**config.mk**
```make
export PLATFORM = sky130hd
export DESIGN_NAME = uart_rx
export DESIGN_NICKNAME = d
export VERILOG_FILES = /design/src/rtl/uart_pkg.sv /design/src/rtl/uart_baud_tick.sv /design/src/rtl/uart_rx.sv
export SDC_FILE = /design/constraint.sdc
export NUM_CORES = 1
export LEC_CHECK = 0
export BUFFER_PORTS_ARGS = -buffer_cell sky130_fd_sc_hd__buf_2
export CORE_MARGIN = 1.5
export CORE_UTILIZATION = 49
export CTS_CLUSTER_DIAMETER = 100
export DETAILED_ROUTE_END_ITERATION = 7
export PLACE_DENSITY = 0.68
export SKIP_CTS_REPAIR_TIMING = 1
export SYNTH_ARGS = -nofsm -noshare
export SYNTH_HDL_FRONTEND = slang
export SYNTH_SLANG_ARGS = --single-unit
```
**constraint.sdc**
```tcl
create_clock -name clk -period 2.4 [get_ports clk]
set_input_delay 0.48 -clock clk [delete_from_list [all_inputs] [get_ports clk]]
set_output_delay 0.48 -clock clk [all_outputs]
set_load 0.01 [all_outputs]
```
**src/rtl/uart_pkg.sv**
```systemverilog
`default_nettype none
// ============================================================================
// Module  : uart_pkg
// Brief   : Shared UART types, oversampling ratio and baud divider helper.
// Revision: 1.0 - initial release
// ============================================================================
package uart_pkg;

    typedef enum logic [2:0] {IDLE, START, DATA, PARITY, STOP} uart_state_e;

    localparam int OVERSAMPLE = 16;

    // Integer-truncated clocks per oversample tick.
    function automatic int baud_div(int clk_hz, int baud);
        return clk_hz / (baud * OVERSAMPLE);
    endfunction

endpackage
`default_nettype wire

```
**src/rtl/uart_baud_tick.sv**
```systemverilog
`default_nettype none
// ============================================================================
// Module  : uart_baud_tick
// Brief   : Free-running divider emitting a one-cycle tick every DIV clocks.
// Revision: 1.0 - initial release
// ============================================================================
module uart_baud_tick #(
    parameter int DIV = 27
) (
    input  logic clk,
    input  logic rst,
    output logic o_tick
);

    localparam int c_cw = (DIV > 1) ? $clog2(DIV) : 1;

    logic [c_cw-1:0] r_cnt;
    logic            r_tick;

    always_ff @(posedge clk or posedge rst) begin
        if (rst) begin
            r_cnt  <= '0;
            r_tick <= 1'b0;
        end else if (r_cnt == c_cw'(DIV - 1)) begin
            r_cnt  <= '0;
            r_tick <= 1'b1;
        end else begin
            r_cnt  <= r_cnt + c_cw'(1);
            r_tick <= 1'b0;
        end
    end

    assign o_tick = r_tick;

endmodule
`default_nettype wire

```
**src/rtl/uart_rx.sv**
```systemverilog
`default_nettype none
// ============================================================================
// Module  : uart_rx
// Brief   : 16x oversampling UART receiver with valid/ready byte output.
// Revision: 1.0 - initial release
// ============================================================================
module uart_rx
    import uart_pkg::*;
#(
    parameter int CLK_FREQ   = 50_000_000,
    parameter int BAUD       = 115200,
    parameter int DATA_BITS  = 8,
    parameter bit PARITY_EN  = 1'b0,
    parameter bit PARITY_ODD = 1'b0
) (
    input  logic                 clk,
    input  logic                 rst,
    input  logic                 rx,
    output logic [DATA_BITS-1:0] dout,
    output logic                 dout_valid,
    input  logic                 dout_ready,
    output logic                 frame_err,
    output logic                 parity_err,
    output logic                 overrun,
    output logic                 busy
);

    localparam int c_div = baud_div(CLK_FREQ, BAUD);

    logic                 r_rx_meta;
    logic                 r_rx_sync;
    logic                 r_rx_prev;
    logic                 w_tick;
    logic                 w_fall;
    logic                 w_mid;
    logic                 w_out_free;
    uart_state_e          r_state;
    logic [3:0]           r_sample_cnt;
    logic [2:0]           r_bit_cnt;
    logic [DATA_BITS-1:0] r_shift;
    logic                 r_par_err;
    logic [DATA_BITS-1:0] r_dout;
    logic                 r_dout_valid;
    logic                 r_frame_err;
    logic                 r_parity_err;
    logic                 r_overrun;

    uart_baud_tick #(
        .DIV (c_div)
    ) u_baud_tick (
        .clk    (clk),
        .rst    (rst),
        .o_tick (w_tick)
    );

    always_ff @(posedge clk or posedge rst) begin
        if (rst) begin
            r_rx_meta <= 1'b1;
            r_rx_sync <= 1'b1;
            r_rx_prev <= 1'b1;
        end else begin
            r_rx_meta <= rx;
            r_rx_sync <= r_rx_meta;
            r_rx_prev <= r_rx_sync;
        end
    end

    // A held-low line never produces a falling edge, so a break re-arms only after rx goes high.
    assign w_fall     = r_rx_prev & ~r_rx_sync;
    assign w_mid      = w_tick && (r_sample_cnt == 4'd15);
    assign w_out_free = !r_dout_valid || dout_ready;

    always_ff @(posedge clk or posedge rst) begin
        if (rst) begin
            r_state      <= IDLE;
            r_sample_cnt <= 4'd0;
            r_bit_cnt    <= 3'd0;
            r_shift      <= '0;
            r_par_err    <= 1'b0;
            r_dout       <= '0;
            r_dout_valid <= 1'b0;
            r_frame_err  <= 1'b0;
            r_parity_err <= 1'b0;
            r_overrun    <= 1'b0;
        end else begin
            r_overrun <= 1'b0;
            if (r_dout_valid && dout_ready) begin
                r_dout_valid <= 1'b0;
            end

            case (r_state)
                IDLE: begin
                    if (w_fall) begin
                        r_sample_cnt <= 4'd0;
                        r_state      <= START;
                    end
                end
                START: begin
                    if (w_tick) begin
                        if (r_sample_cnt == 4'd7) begin
                            r_sample_cnt <= 4'd0;
                            r_bit_cnt    <= 3'd0;
                            r_par_err    <= 1'b0;
                            r_state      <= r_rx_sync ? IDLE : DATA;
                        end else begin
                            r_sample_cnt <= r_sample_cnt + 4'd1;
                        end
                    end
                end
                DATA: begin
                    if (w_tick) begin
                        r_sample_cnt <= r_sample_cnt + 4'd1;
                    end
                    if (w_mid) begin
                        r_shift <= {r_rx_sync, r_shift[DATA_BITS-1:1]};
                        if (r_bit_cnt == 3'(DATA_BITS - 1)) begin
                            r_state <= PARITY_EN ? PARITY : STOP;
                        end else begin
                            r_bit_cnt <= r_bit_cnt + 3'd1;
                        end
                    end
                end
                PARITY: begin
                    if (w_tick) begin
                        r_sample_cnt <= r_sample_cnt + 4'd1;
                    end
                    if (w_mid) begin
                        r_par_err <= ^r_shift ^ r_rx_sync ^ PARITY_ODD;
                        r_state   <= STOP;
                    end
                end
                STOP: begin
                    if (w_tick) begin
                        r_sample_cnt <= r_sample_cnt + 4'd1;
                    end
                    // Leave at mid-stop so a back-to-back start edge is not missed.
                    if (w_mid) begin
                        r_state <= IDLE;
                        if (w_out_free) begin
                            r_dout       <= r_shift;
                            r_frame_err  <= ~r_rx_sync;
                            r_parity_err <= PARITY_EN ? r_par_err : 1'b0;
                            r_dout_valid <= 1'b1;
                        end else begin
                            r_overrun <= 1'b1;
                        end
                    end
                end
                default: begin
                    r_state <= IDLE;
                end
            endcase
        end
    end

    assign dout       = r_dout;
    assign dout_valid = r_dout_valid;
    assign frame_err  = r_frame_err;
    assign parity_err = r_parity_err;
    assign overrun    = r_overrun;
    assign busy       = (r_state != IDLE);

endmodule
`default_nettype wire

```
==> results by group <==
Clock network
  • Number of buffers on the longest clock path: 2
  • Clock tree from TritonCTS: yes
  • Worst-skew pair later-pin latency: 340 ps
  • Total clock buffers created by CTS: 5
  • Buffer type at the clock tree root: sky130_fd_sc_hd__clkbuf_4
  • Clock-pin slew on the worst setup and hold paths: 110 ps
  • # H-tree levels: 2
  • Total clock sinks: 38

Drt
  • Total wire length after detailed routing: about 2.7 mm
  • Number of design-rule violations left by the first detailed-router iteration: 16
  • 1st-pass router iterations: 4
  • Remaining number of nets flagged by the antenna check after routing: 0
  • Number of DRC violations after detailed routing: 0
  • Detailed-route via count: 1058
  • Post-DR vias/cell: 5.37
  • Mean routed wirelength per cell: 13.5 um

Final layout
  • Post-layout utilization of the core: 56.3%
  • Post-route standard cell area excluding fillers: around 1900 um2
  • Post-layout nets: 159
  • Fraction of layout cells with a size suffix above 1: 34.4%
  • Non-Filler Instances: around 200
  • P&R area growth vs syn: 10.3%
  • Antenna cell count: 0

GRT
  • GRT busiest layer: met2
  • Global-route wire length before repair: 4.17 mm
  • Maximum number of pins on one net before global-route repair: 39
  • Global Route met2 Usage: 23.5%
  • Met3 Resource Use GR: 4.97%
  • Tot GR Track Use: 15.3%
  • Number of antenna violations at the first check in global routing: 0
  • Number of global-route vias before repair: roughly 970
  • Met1 track demand over resource in global routing: 19.7%
  • Remaining global-route overflow: 0

Setup path
  • Top fanout value on the critical path: 3
  • Buf/Inv on CP: 0
  • Worst path arrival time: 2220 ps
  • Kind of cell adding the most delay to the critical path: simple AND/OR/NAND/NOR gates
  • Highest-delay cell along the critical path: sky130_fd_sc_hd__or4_4
  • Critical Path RT: between 2000 and 3000 ps
  • Setup crit end kind: register
  • Worst Path Class, Setup: register to register
  • Critical path cell sequence: ha_1, ha_1, nor2_1, a22oi_1, or4_4, mux2_2
  • Most numerous cell on the critical path: sky130_fd_sc_hd__ha_1
  • Worst stage delay on the critical path: ~540 ps
  • Worst setup SP type: register

Power
  • Static power due to leakage: 0.920 nW
  • Switching part of the total power: roughly 22%
  • Sequential Power Share: roughly 63%
  • Power dissipated by switching net loads: between 0.2 and 0.25 mW
  • Maximum VDD drop: between 0.0003 and 0.0004 V
  • Power per cell area: between 500 and 600 nW/um2
  • Int Pwr: 0.801 mW
  • Share of power burned in the clock network: 33.3%
  • Part of the total power dissipated in combinational logic: 3.3%

Floorplan
  • Area of the placeable core: 3310 um2
  • FP Rows: 21
  • Die area: 3810 um2
  • Die Height: 61.7 um
  • Die Width: 61.7 um
  • I/O pin count: 17
  • Initial core utilization: 51.1%

Yosys
  • Combinational family with the most area after synthesis: simple AND/OR/NAND/NOR gates
  • Post-Syn Area per Cell: 12.8 um2
  • Multiplexer fraction of the synthesized cell area: around an eighth
  • Top flip-flop cell by instance count after synthesis: sky130_fd_sc_hd__dfrtp_1
  • Async SR Flop Fraction: 100%
  • Distinct cells, synth: 42
  • Post-synthesis simple-gate area fraction: 13.2%
  • Sequential cell area fraction in the yosys report: 56.5%
  • Post-Synthesis Cell Area: approximately 1700 um2
  • Cell count after synthesis: between 100 and 150
  • Post-synthesis compound-gate area fraction: 8.81%
  • Count of flip-flops with a built-in enable after synthesis: 0
  • Warnings, synthesis: 0
  • XOR/XNOR share of the synthesized area: ~1.0%
  • Total nets after synthesis: 141
  • Adder and majority gate portion of the synthesized area: 3.70%
  • Register bit count reported by yosys: 38

STA
  • Final setup fails: 0
  • Layout Skew: 6.01 ps
  • Slew Limit Fails: 0
  • Setup repair after global routing missed its margin: no
  • Count of final hold-check violations: 0
  • Final period utilization: 82.7%
  • Post-route setup TNS: 0 ps
  • Tmin final: a little under 2000 ps
  • Top achievable clock speed: just over 500 MHz

Run
  • Reported max-cap violation count: 0

Placed design
  • Routability cong.: 0.773
  • HPWL reported at the end of detailed placement: 1.87 mm
  • Number of cells in the design after placement: 189
  • I/O Buffers: 15
  • Placed inst area: 1800 um2

Outcome
  • Result of the run: finished, final reports clean

Min path
  • Class of the tightest hold or removal check: input port to async pin
==> logic make-up (layout without fill, tap and decap cells) <==
group,Yosys count,after routing
buffers and inverters,11,30
flip-flops,38,38
adder cells (fa/ha/maj),5,5
XOR/XNOR,2,2
other,1,1
AND/OR/NAND/NOR,37,37
multiplexers,20,20
AO/OA/AOI/OAI,18,18
==> final cells by class <==
type	count	area [um2]
clock buffer	6	51.3
clock inverter	2	12.5
fill	296	1450
inverter	5	18.8
multi-input combinational	83	679
sequential	38	955
tap	46	57.6
timing repair buffer	17	90.1
==> path summary, 6_finish.rpt <==
| path | startpoint | end | slack, ps | depth (start not counted) |
|---|---|---|---|---|
| max in group asynchronous | rst | r_rx_meta | 1820 | 3 |
| max | r_bit_cnt[0] | r_bit_cnt[0] | 420 | 6 |
| min reg2reg | r_rx_meta | r_rx_sync | 360 | 0 |
| max reg2reg | r_bit_cnt[0] | r_bit_cnt[0] | 420 | 6 |
| min in group clk | rx | r_rx_meta | 230 | 1 |
| min | rst | dout[3] | 220 | 3 |
==> registers in the layout (all words and copies together), names as in the netlist, 3 cells and up <==
register and flops:
dout 8, r_shift 8, u_baud_tick.r_cnt 5, r_sample_cnt 4, r_bit_cnt 3, r_state 3
==> metal layers <==
| layer | wire length [um] | vias to the layer above |
|---|---|---|
| li1 | - | 504 |
| met1 | 1190 | 526 |
| met2 | 1330 | 24 |
| met3 | 111 | 4 |
| met4 | 37 | 0 |
| met5 | 0 | - |
==> worst reg2reg max path, delay by kind of cell, from the launching register on <==
kind	cells	cell delay [ps]
AND/OR/NAND/NOR	2	670
adder cells (fa/ha/maj)	2	420
flip-flops	1	410
multiplexers	1	270
AO/OA/AOI/OAI	1	110
==> cell usage after synthesis, types with 2 or more instances <==
cell type | n | share of area, %
sky130_fd_sc_hd__or3_1 | 2 | 0.74
sky130_fd_sc_hd__dfrtp_1 | 35 | 52
sky130_fd_sc_hd__ha_1 | 5 | 3.7
sky130_fd_sc_hd__a221o_1 | 2 | 1.2
sky130_fd_sc_hd__dfstp_2 | 3 | 4.7
sky130_fd_sc_hd__mux2_2 | 18 | 12
sky130_fd_sc_hd__a22o_1 | 4 | 2.1
sky130_fd_sc_hd__o21ai_0 | 5 | 1.5
sky130_fd_sc_hd__buf_2 | 3 | 0.89
sky130_fd_sc_hd__nor2b_1 | 2 | 0.74
sky130_fd_sc_hd__a32o_1 | 2 | 1.2
sky130_fd_sc_hd__nand2_1 | 2 | 0.44
sky130_fd_sc_hd__nand3_1 | 4 | 1.2
sky130_fd_sc_hd__nor2_1 | 10 | 2.2
sky130_fd_sc_hd__inv_1 | 5 | 1.1
sky130_fd_sc_hd__and3_1 | 2 | 0.74
sky130_fd_sc_hd__nand3b_1 | 2 | 0.89
sky130_fd_sc_hd__mux2i_1 | 2 | 1.2
==> per-stage QoR <==
step	setup slack, ps	hold slack (ps)	total power [mW]
2_1_floorplan	548	345	0.689
3_3_place_gp	465	346	0.697
3_5_place_dp	449	349	0.699
4_1_cts	427	205	1.05
5_1_grt	298	201	1.08
6_report	416	222	1.03
==> power by group through the flow <==
stage                     Combinational, mW  Sequential, mW  Clock [mW]
after floorplan                      0.0259           0.663           0
after global placement               0.0333           0.664           0
after detailed placement             0.0347           0.664           0
after CTS                            0.0346           0.652       0.365
after global routing                 0.0386           0.653       0.386
final                                0.0335           0.652       0.342
==> placed cells by master, fill, tap and decap left out, types with 3 or more instances in the layout <==
| cell type | n |
|---|---|
| sky130_fd_sc_hd__buf_2 | 15 |
| sky130_fd_sc_hd__clkbuf_4 | 5 |
| sky130_fd_sc_hd__a22o_1 | 4 |
| sky130_fd_sc_hd__o21ai_0 | 5 |
| sky130_fd_sc_hd__nor2_1 | 10 |
| sky130_fd_sc_hd__nand3_1 | 4 |
| sky130_fd_sc_hd__mux2_2 | 18 |
| sky130_fd_sc_hd__dfstp_2 | 3 |
| sky130_fd_sc_hd__dfrtp_1 | 35 |
| sky130_fd_sc_hd__inv_1 | 5 |
| sky130_fd_sc_hd__ha_1 | 5 |
(Power assumes the default switching activity.)
